`config.mk`:
```
export PLATFORM = sky130hd
export DESIGN_NAME = bst_update_ctrl
export DESIGN_NICKNAME = d
export VERILOG_FILES = /design/src/rtl/bst_update_ctrl.sv
export SDC_FILE = /design/constraint.sdc
export NUM_CORES = 1
export LEC_CHECK = 0
export BUFFER_PORTS_ARGS = -buffer_cell sky130_fd_sc_hd__clkbuf_2
export CORE_MARGIN = 2
export CORE_UTILIZATION = 52
export DETAILED_ROUTE_END_ITERATION = 7
export GPL_TIMING_DRIVEN = 0
export PLACE_DENSITY = 0.76
export SETUP_SLACK_MARGIN = 0.05
export SLEW_MARGIN = 40
export SYNTH_ARGS = -nofsm -noshare
export SYNTH_HDL_FRONTEND = slang
export SYNTH_SLANG_ARGS = --single-unit
```
`constraint.sdc`:
```
create_clock -name clk -period 4.9 [get_ports clk]
set_input_delay 0.245 -clock clk [delete_from_list [all_inputs] [get_ports clk]]
set_output_delay 0.245 -clock clk [all_outputs]
set_load 0.005 [all_outputs]
```
`src/rtl/bst_update_ctrl.sv`:
```
// ---------------------------------------------------------------------------
// bst_update_ctrl
//   Resolution side of the branch status table (BST). Every BST lookup made
//   at fetch is queued in a small in-order FIFO. When execute resolves the
//   oldest instruction, the matching entry is popped. The next 2-bit status
//   is computed and written back through the BST write port. Mispredictions
//   raise a redirect and discard the wrong-path entries.
//
// Ports
//   clk, rst            clock; asynchronous active-low reset
//   fetch_valid/pc/status/target   BST lookup result to enqueue
//   fetch_ready         FIFO not full
//   res_valid/pc/is_branch/taken/target   resolution of the oldest entry
//   flush               external pipeline flush (clears FIFO, suppresses all)
//   en_1, status_update, PC_update, PC_predict_update   BST write port
//   mispredict, redirect_pc   one-cycle redirect pulse and correct next PC
//   seq_err             sticky protocol-error flag
// ---------------------------------------------------------------------------
module bst_update_ctrl #(
    parameter int DEPTH = 4
) (
    input  logic        clk,
    input  logic        rst,
    input  logic        fetch_valid,
    input  logic [31:0] fetch_pc,
    input  logic [1:0]  fetch_status,
    input  logic [31:0] fetch_target,
    output logic        fetch_ready,
    input  logic        res_valid,
    input  logic [31:0] res_pc,
    input  logic        res_is_branch,
    input  logic        res_taken,
    input  logic [31:0] res_target,
    input  logic        flush,
    output logic        en_1,
    output logic [1:0]  status_update,
    output logic [31:0] PC_update,
    output logic [31:0] PC_predict_update,
    output logic        mispredict,
    output logic [31:0] redirect_pc,
    output logic        seq_err
);

    localparam int PW = $clog2(DEPTH);
    localparam int CW = PW + 1;

    // Saturating 2-bit update. A miss (0) that resolves taken allocates as
    // weak-taken. A not-taken resolution never drops below not-taken (1).
    function automatic logic [1:0] next_status(input logic [1:0] st, input logic taken);
        logic [1:0] ns;
        case ({taken, st})
            3'b1_00: ns = 2'd2;
            3'b1_01: ns = 2'd2;
            3'b1_10: ns = 2'd3;
            3'b1_11: ns = 2'd3;
            3'b0_11: ns = 2'd2;
            3'b0_10: ns = 2'd1;
            3'b0_01: ns = 2'd1;
            3'b0_00: ns = 2'd0;
            default: ns = 2'd0;
        endcase
        return ns;
    endfunction

    logic [31:0]   pc_mem_r [DEPTH];
    logic [1:0]    st_mem_r [DEPTH];
    logic [31:0]   tg_mem_r [DEPTH];
    logic [PW-1:0] wr_ptr_r;
    logic [PW-1:0] rd_ptr_r;
    logic [CW-1:0] count_r;

    logic          en_1_r;
    logic [1:0]    status_update_r;
    logic [31:0]   pc_update_r;
    logic [31:0]   pc_predict_update_r;
    logic          mispredict_r;
    logic [31:0]   redirect_pc_r;
    logic          seq_err_r;

    logic          empty_s;
    logic          full_s;
    logic          pop_s;
    logic          push_s;
    logic          clear_s;
    logic          match_s;
    logic          pred_taken_s;
    logic [31:0]   head_pc_s;
    logic [1:0]    head_st_s;
    logic [31:0]   head_tg_s;
    logic          wr_s;
    logic [1:0]    new_st_s;
    logic [31:0]   new_tg_s;
    logic          misp_s;
    logic [31:0]   redir_s;
    logic          err_s;

    assign full_s      = (count_r == CW'(DEPTH));
    assign empty_s     = (count_r == {CW{1'b0}});
    assign fetch_ready = !full_s;

    // Resolution decode: write-back value, mispredict and protocol errors.
    always_comb begin
        head_pc_s    = pc_mem_r[rd_ptr_r];
        head_st_s    = st_mem_r[rd_ptr_r];
        head_tg_s    = tg_mem_r[rd_ptr_r];
        pop_s        = res_valid && !empty_s;
        match_s      = (head_pc_s == res_pc);
        pred_taken_s = head_st_s[1];
        wr_s         = 1'b0;
        new_st_s     = 2'd0;
        new_tg_s     = head_tg_s;
        misp_s       = 1'b0;
        redir_s      = res_pc + 32'd4;

        if (!flush && pop_s && match_s) begin
            if (res_is_branch && res_taken) begin
                wr_s     = 1'b1;
                new_st_s = next_status(head_st_s, 1'b1);
                new_tg_s = res_target;
                if (!pred_taken_s || (head_tg_s != res_target)) begin
                    misp_s  = 1'b1;
                    redir_s = res_target;
                end else begin
                    misp_s  = 1'b0;
                end
            end else if (res_is_branch) begin
                // A not-taken miss is never allocated.
                wr_s     = (head_st_s != 2'd0);
                new_st_s = next_status(head_st_s, 1'b0);
                misp_s   = pred_taken_s;
            end else begin
                // Non-branch that hit in the BST is an alias: invalidate it.
                wr_s     = (head_st_s != 2'd0);
                new_st_s = 2'd0;
                misp_s   = pred_taken_s;
            end
        end else begin
            wr_s   = 1'b0;
            misp_s = 1'b0;
        end

        if (!flush) begin
            err_s = (res_valid && empty_s) ||
                    (pop_s && !match_s) ||
                    (fetch_valid && full_s);
        end else begin
            err_s = 1'b0;
        end

        clear_s = flush || misp_s;
        push_s  = fetch_valid && !full_s && !clear_s;
    end

    // FIFO storage, pointers and occupancy.
    always_ff @(posedge clk or negedge rst) begin
        if (!rst) begin
            wr_ptr_r <= {PW{1'b0}};
            rd_ptr_r <= {PW{1'b0}};
            count_r  <= {CW{1'b0}};
            for (int i = 0; i < DEPTH; i++) begin
                pc_mem_r[i] <= 32'd0;
                st_mem_r[i] <= 2'd0;
                tg_mem_r[i] <= 32'd0;
            end
        end else if (clear_s) begin
            wr_ptr_r <= {PW{1'b0}};
            rd_ptr_r <= {PW{1'b0}};
            count_r  <= {CW{1'b0}};
        end else begin
            if (push_s) begin
                pc_mem_r[wr_ptr_r] <= fetch_pc;
                st_mem_r[wr_ptr_r] <= fetch_status;
                tg_mem_r[wr_ptr_r] <= fetch_target;
                wr_ptr_r           <= wr_ptr_r + PW'(1);
            end
            if (pop_s) begin
                rd_ptr_r <= rd_ptr_r + PW'(1);
            end
            count_r <= count_r + CW'(push_s) - CW'(pop_s);
        end
    end

    // Registered write-port / redirect pulses. Data outputs hold between pulses.
    always_ff @(posedge clk or negedge rst) begin
        if (!rst) begin
            en_1_r              <= 1'b0;
            status_update_r     <= 2'd0;
            pc_update_r         <= 32'd0;
            pc_predict_update_r <= 32'd0;
            mispredict_r        <= 1'b0;
            redirect_pc_r       <= 32'd0;
            seq_err_r           <= 1'b0;
        end else begin
            en_1_r       <= wr_s;
            mispredict_r <= misp_s;
            if (wr_s) begin
                status_update_r     <= new_st_s;
                pc_update_r         <= res_pc;
                pc_predict_update_r <= new_tg_s;
            end
            if (misp_s) begin
                redirect_pc_r <= redir_s;
            end
            if (err_s) begin
                seq_err_r <= 1'b1;
            end
        end
    end

    assign en_1              = en_1_r;
    assign status_update     = status_update_r;
    assign PC_update         = pc_update_r;
    assign PC_predict_update = pc_predict_update_r;
    assign mispredict        = mispredict_r;
    assign redirect_pc       = redirect_pc_r;
    assign seq_err           = seq_err_r;

endmodule
```
==> metrics.md, run 1 <==
| Metric | Value |
|---|---|
| Status | finished with violations |
| Failing checks | hold timing |
| Die Ht | 188 µm |
| Slowest cell delay on critical path | 0.65 ns |
| Slew margin rel. | between 40% and 50% |
| Comb pwr share | 33.0% |
| Avg Vias per Cell | 5.97 |
| CTS buffer count | 40 |
| Clk pwr share | 26.2% |
| Fmax | 0.206 GHz |
| Mapped Area | about 18000 µm² |
| Placer congestion estimate | just over 0.9 |
| Total Wirelength | 51400 µm |
| Final Core Density | 64.7% |
| Die Area | around 35000 µm² |
| Core area | approximately 33000 µm² |
| Worst Setup SP | rd_ptr_r[0] |
| CP arrival | ~5.3 ns |
| First-pass GRT wire length | 78200 µm |
| Area delta synth->final | 23.1% |
| Syn_area_per_cell | 13.5 µm² |
| Power per cell area | around 530 nW/µm² |
| EDFF count, synth | 0 |
| GRT overflow | 0 |
| CP max FO | 10 |
| Period utilization | 98.9% |
| Final Max Slew Viols | 0 |
| Slowest cell on crit path | or4b_2 |
| Worst reg-to-reg setup slack | approximately 0.056 ns |
| Leading area contributor after synthesis | dfrtp_1 |
| Switching Fraction | 30.6% |
| CTS Root Cell | clkbuf_16 |
| Hold path startpoint | fetch_target[18] |
| R2r startpoint | rd_ptr_r[0] |
| TritonRoute pass-1 iters | 6 |
| Largest net degree at the start of global routing | 72 |
| GRT Util Overall | 29.4% |
| Initial cell density of the core | 52.6% |
| Worst Max-Slew Pin Slew | 0.826 ns |
| Port Buffers | 231 |
| Pre-CTS setup slack | -0.920 ns |
| Mapped Cells | between 1000 and 1500 |
| DR top layer | met5 |
| Die Wd | 188 µm |
| Hpwl dp | 37800 µm |
| Synth top area cells | dfrtp_1, mux2_1, mux2_2 |
| Sequential cell area | around 9300 µm² |
| Clock slew at reported path FFs | 0.06 ns |
| Critical path type | flip-flop to flip-flop |
| Post-route non-filler standard cell count | 2128 |
| Initial antenna violation count | 4 |
| Max clock buf depth | 3 |
| Worst vdd ir | 0.000294 V |
| #FFs+latches synth | 372 |
| Internal Power | 7.89 mW |
| Critical path required time | between 5 and 6 ns |
| Post-DR wirelength/cell | 24.1 µm |
| Share of the synthesized area in the top cell type | between 50% and 60% |
| Most frequent cells in the layout | dfrtp_1, clkbuf_2, mux2_1 |
| M1 WL | between 20000 and 25000 µm |
| Drt drc | 0 |
| CP startpoint kind | flip-flop |
| Tmin final | 4.84 ns |
| P_sw | 3.48 mW |
| Yosys synthesis warning count | 0 |
| Max Cap Viol | 0 |
| Area taken by multi-input logic gates | 7720 µm² |
| Most common cell after layout, fill and taps aside | dfrtp_1 |
| Fraction of registers with async set/reset | between 90% and 100% |
| Initial drt markers | 1128 |
| Sequential cell fraction of total power | 40.8% |
| Fin nets | 1799 |
| Final WS setup | roughly 0.056 ns |
| Final setup vio count | 0 |
| Fillers | 2499 |
| I/O pin count | 239 |
| Fin. Hold Viols | 1 |
| Vias in the first global route | 12967 |
| Metal2 WL | 23100 µm |
| Antenna Nets Post-Route | 0 |
| WHS | -0.00173 ns |
| Clk sinks | 372 |
| Total placed cells including tap cells | 1989 |
| Row count | 67 |
| Pleak | ~10 nW |
| Met3 Wirelength | between 5000 and 6000 µm |
| Kind of end point of the critical path | flip-flop |
| Seq/Total Area, Yosys | 52.9% |
| Clk Latency, worst-skew pair | 0.54 ns |
| CTS H-tree lvls | 2 |
| Worst-path cell chain | buf_6, buf_12, buf_12, mux4_2, xnor2_2, nand4_1, nor4_4, nand2_2, or4b_2, buf_4, nand2_4, or3_1, ha_1, inv_1, ha_1, inv_1, fa_1, xor2_1, xnor2_1, nor3_1 |
| Hold WC Path Type | primary input to flip-flop |
| Post-synth net total | 1451 |
| Synth Flop Type | dfrtp_1 |
| Synth cell types | 47 |
| DR vias | 12711 |
| Clk_skew | 0.0182 ns |
| Layout cells sized above 1 | 33.9% |
| CTS tree | built |
-- worst paths after layout --
path	endpoint	cells after the start
max reg2reg	count_r[2]	20
min	tg_mem_r[82]	2
min in group asynchronous	tg_mem_r[123]	2
max in group asynchronous	pc_mem_r[39]	5
max	count_r[2]	20
min reg2reg	tg_mem_r[35]	1
-- power groups by stage --
stage / logic, mW / clock network (mW) / registers (mW)
4_1_cts: 3.67 / 2.99 / 4.62
3_5_place_dp: 3.51 / 0 / 4.67
5_1_grt: 4.01 / 3.13 / 4.76
6_report: 3.75 / 2.97 / 4.64
3_3_place_gp: 3.38 / 0 / 4.59
2_1_floorplan: 2.61 / 0 / 4.47
-- layout make-up --
type / instances / area share (%)
Antenna cell: 1 / 0.0116
Buffer: 82 / 2.82
Clock buffer: 59 / 5.56
Clock inverter: 10 / 0.405
Inverter: 42 / 0.728
Multi-Input combinational cell: 808 / 35.7
Sequential cell: 372 / 43.0
Tap cell: 448 / 2.59
Timing Repair Buffer: 306 / 9.22
-- kinds of logic (layout without fill, tap and decap cells) --
family | Yosys count | after routing | share of synthesized area (%)
flip-flops | 372 | 372 | 52.9
adder cells (fa/ha/maj) | 10 | 10 | 0.754
AND/OR/NAND/NOR | 166 | 166 | 4.63
buffers and inverters | 124 | 499 | 3.67
multiplexers | 391 | 391 | 28.4
AO/OA/AOI/OAI | 153 | 153 | 5.22
other | 0 | 1 | 0
XOR/XNOR | 88 | 88 | 4.38
-- flip-flops by register name, summed over array words and instances (netlist names) --
signal / flops
redirect_pc: 32
st_mem_r: 8
en_1: 1
status_update: 2
PC_update: 32
count_r: 3
seq_err: 1
rd_ptr_r: 2
tg_mem_r: 128
PC_predict_update: 32
mispredict: 1
pc_mem_r: 128
wr_ptr_r: 2
-- critical path, delay by kind of cell, from the launching register on --
kind,cells,cell delay [ns]
xor gates and xnor gates,3,0.51
adders and majority gates,3,0.72
buffers and inverters,6,0.84
DFF,1,0.34
muxes,1,0.57
and+or+nand+nor,7,1.76
-- Yosys cell counts (all sizes together), types with 11 or more instances --
cell type and number:
clkbuf 25, nand3 12, o22ai 57, buf 57, dfrtp 372, mux2i 39
nor2 23, xor2 11, o21ai 45, mux2 295, nand4 19, nand2 66
a21oi 31, inv 42, nor3 11, mux4 57, xnor2 77
-- stage by stage --
step	TNS (ns)	power [mW]	cell area, µm²
finish	0	11.4	21600
detailed placement	-2.55	8.17	19500
floorplan	0	7.09	17600
CTS	0	11.3	21500
global placement	-1635.33	7.97	19300
global route	-0.00731	11.9	21600
-- per-layer routing --
metal  global-route usage, %  vias up
li1                        -     5423
met1                    40.4     6504
met2                    44.6      640
met3                    7.86      138
met4                    12.2        6
met5                       0        -
-- repair_timing --
item / in CTS / in global routing
hold endpoints to repair: 331 / 1
gates resized for setup: 34 / 15
pin swaps: 4 / 2
hold buffers: 58 / 1
buffers inserted: 3 / 7
endpoints found under the setup margin: 13 / 1
cloned: 0 / 0
Power figures use the tool's default switching activity.
==> run 2, diff against run 1 <==
--- a/config.mk
+++ b/config.mk
@@ -7,10 +7,11 @@
 export LEC_CHECK = 0
 export BUFFER_PORTS_ARGS = -buffer_cell sky130_fd_sc_hd__clkbuf_2
 export CORE_MARGIN = 2
-export CORE_UTILIZATION = 52
+export CORE_UTILIZATION = 58
 export DETAILED_ROUTE_END_ITERATION = 7
 export GPL_TIMING_DRIVEN = 0
-export PLACE_DENSITY = 0.76
+export PLACE_DENSITY = 0.8
+export RECOVER_POWER = 50
 export SETUP_SLACK_MARGIN = 0.05
 export SLEW_MARGIN = 40
 export SYNTH_ARGS = -nofsm -noshare
==> constraint.sdc (replaced) <==
create_clock -name clk -period 4.8 [get_ports clk]
set_input_delay 0.24 -clock clk [delete_from_list [all_inputs] [get_ports clk]]
set_output_delay 0.24 -clock clk [all_outputs]
set_load 0.005 [all_outputs]
==> run 2 against run 1 <==
The flow finishes with violations (capacitance limit, slew limit). Via count rose by 2.9%. Cell area hardly changed. Cell count down 1.9%. Register-to-register slack better by 0.19 ns. Global-route usage is 4.2 points higher. Sequential share of layout area about the same. Worst setup slack gained 0.19 ns. First-iteration DRC count rose by 12%. Largest power group unchanged.
==> metrics.md, run 2 (synthesis results as in run 1) <==
| Metric | Value |
|---|---|
| Status | finished with violations (unchanged) |
| Failing checks | capacitance limit, slew limit (was hold timing) |
| Critical path required time | 5.24 ns (was 5.33 ns) |
| Vias in the first global route | 13314 (was 12967) |
| CTS tree | built (unchanged) |
| Tmin final | 4.56 ns (was 4.84 ns) |
| TritonRoute pass-1 iters | 7 (was 6) |
| WHS | 0.0157 ns (was -0.00173 ns) |
| Most frequent cells in the layout | dfrtp_1, clkbuf_2, mux2_1 (unchanged) |
| Fmax | 0.219 GHz (was 0.206 GHz) |
| Clk pwr share | 25.3% (was 26.2%) |
| Power per cell area | 538 nW/µm² (was 525 nW/µm²) |
| CTS buffer count | 39 (was 40) |
| DR vias | 13078 (was 12711) |
| Hold WC Path Type | primary input to flip-flop (unchanged) |
| CP max FO | 10 (unchanged) |
| Layout cells sized above 1 | 30.9% (was 33.9%) |
| Hpwl dp | 37600 µm (was 37800 µm) |
| First-pass GRT wire length | 78700 µm (was 78200 µm) |
| Post-DR wirelength/cell | 25.1 µm (was 24.1 µm) |
| P_sw | 3.59 mW (was 3.48 mW) |
| Antenna cells | 0 (was 1) |
| Final Power | 11.6 mW (was 11.4 mW) |
| Slowest cell on crit path | or4b_4 (was or4b_2) |
| Top delay family on crit path | simple AND/OR/NAND/NOR gates (unchanged) |
| Sequential cell fraction of total power | 40.9% (was 40.8%) |
| Met1 Use GR | 44.9% (was 40.4%) |
| Worst Max-Slew Pin Slew | 3.28 ns (was 0.826 ns) |
| I/O pin count | 239 (unchanged) |
| Slowest cell delay on critical path | 0.54 ns (was 0.65 ns) |
| GRT overflow | 0 (unchanged) |
| Core area | 29700 µm² (was 33400 µm²) |
| Placement Cell Area | 19400 µm² (was 19500 µm²) |
| CP arrival | 5.00 ns (was 5.28 ns) |
| Post-route non-filler standard cell count | 2088 (was 2128) |
| Initial cell density of the core | 59.2% (was 52.6%) |
| Area delta synth->final | 23.0% (was 23.1%) |
| Clk Latency, worst-skew pair | 0.54 ns (about the same) |
| Final setup vio count | 0 (unchanged) |
| Period utilization | 95.0% (was 98.9%) |
| Avg Vias per Cell | 6.26 (was 5.97) |
| GRT Util Overall | 33.6% (was 29.4%) |
| CTS H-tree lvls | 2 (unchanged) |
| Clk_skew | 0.0159 ns (was 0.0182 ns) |
| Kind of end point of the critical path | flip-flop (unchanged) |
| WP buf/inv | 6 (unchanged) |
| Initial drt markers | 1262 (was 1128) |
| CTS Root Cell | clkbuf_16 (unchanged) |
| Port Buffers | 231 (unchanged) |
| Top Usage Layer GRT | met2 (unchanged) |
| Row count | 63 (was 67) |
| Die Area | 31700 µm² (was 35300 µm²) |
| Placer congestion estimate | 0.945 (was 0.911) |
| Fillers | 1968 (was 2499) |
| Sequential cell area | 9310 µm² (unchanged) |
| Final Instance Area | 21600 µm² (about the same) |
| Slew margin rel. | -118% (was 44.4%) |
| Pleak | 9.87 nW (was 9.97 nW) |
| Met2 usage | 53.1% (was 44.6%) |
| Die Wd | 178 µm (was 188 µm) |
| Switching Fraction | 30.9% (was 30.6%) |
| Met3 Use GR | 7.25% (was 7.86%) |
| Largest net degree at the start of global routing | 72 (unchanged) |
| Antenna Nets Post-Route | 0 (unchanged) |
| CP startpoint kind | flip-flop (unchanged) |
| Die Ht | 178 µm (was 188 µm) |
| Fin. Hold Viols | 0 (was 1) |
| Max Cap Viol | 1 (was 0) |
| Total placed cells including tap cells | 1930 (was 1989) |
| Clk sinks | 372 (unchanged) |
| Max clock buf depth | 3 (unchanged) |
| Final Max Slew Viols | 53 (was 0) |
| Total Wirelength | 52400 µm (was 51400 µm) |
| Initial antenna violation count | 5 (was 4) |
| Fin nets | 1817 (was 1799) |
| Comb pwr share | 33.9% (was 33.0%) |
| Drt drc | 0 (unchanged) |
| Worst vdd ir | 0.000342 V (was 0.000294 V) |
| Clock slew at reported path FFs | 0.06 ns (about the same) |
| Area taken by multi-input logic gates | 7760 µm² (was 7720 µm²) |
| Largest registers | pc_mem_r (128), tg_mem_r (128) (unchanged) |
| Most common cell after layout, fill and taps aside | dfrtp_1 (unchanged) |
| Internal Power | 8.04 mW (was 7.89 mW) |
| Critical path type | flip-flop to flip-flop (unchanged) |
| Worst-path cell chain | buf_4, buf_6, buf_6, mux4_2, xnor2_2, nand4_1, nor4_4, nand2_2, or4b_4, buf_8, nand2_8, or3_4, ha_1, inv_1, ha_1, inv_1, fa_2, xor2_1, xnor2_1, nor3_1 (was buf_6, buf_12, buf_12, mux4_2, xnor2_2, nand4_1, nor4_4, nand2_2, or4b_2, buf_4, nand2_4, or3_1, ha_1, inv_1, ha_1, inv_1, fa_1, xor2_1, xnor2_1, nor3_1) |
==> run 2: cell count changes in the layout (fill, tap and decap cells not counted), moves of 3 or more <==
cell / change
buf_6: +3
dlygate4sd3_1: +9
clkbuf_2: -56
buf_4: +8
clkbuf_1: +59
==> run 2: worst paths after layout <==
kind	slack, ns	start	depth (start not counted)	to
worst min-delay path	0.02	fetch_pc[22]	2	pc_mem_r[22]
min in group asynchronous	1.36	rst	2	PC_update[18]
max in group asynchronous	0.75	rst	4	tg_mem_r[50]
worst min register to register	0.48	tg_mem_r[47]	1	tg_mem_r[47]
worst max register to register	0.24	rd_ptr_r[1]	20	count_r[2]
worst max-delay path	0.24	rd_ptr_r[1]	20	count_r[2]
==> run 2: cell type report <==
type | count | share of cell area [%]
Buffer | 82 | 2.95
Multi-Input combinational cell | 808 | 35.9
Sequential cell | 372 | 43.0
Timing Repair Buffer | 325 | 9.39
Tap cell | 390 | 2.26
Clock buffer | 58 | 5.31
Inverter | 42 | 0.729
Clock inverter | 11 | 0.422
==> run 2: per-stage QoR <==
step	util [%]	setup WS [ns]	setup TNS, ns
CTS	72.6	0.0646	0
floorplan	-	0.263	0
finish	72.8	0.242	0
detailed placement	65.2	-0.938	-2.80
global route	72.8	-0.0196	-0.0196
global placement	64.7	-4.43	-1635.31
==> run 2: metal layers <==
metal,part of all wire [%],vias to the layer above
met3,9.1,160
met1,39,6704
met4,4.9,10
met5,0.13,-
li1,-,5480
met2,47,724
==> run 2: timing repair <==
action	in CTS	in global routing
hold buffers	68	0
endpoints found under the hold margin	259	0
endpoints found under the setup margin	24	2
pin swaps	6	7
buffers inserted	9	12
resized for setup	44	18
==> run 2: power by group through the flow <==
stage	Combinational, mW	Sequential [mW]	Clock [mW]
finish	3.94	4.75	2.94
global route	4.19	4.87	3.09
CTS	3.80	4.73	2.96
detailed placement	3.55	4.77	0
global placement	3.42	4.69	0
floorplan	2.67	4.56	0
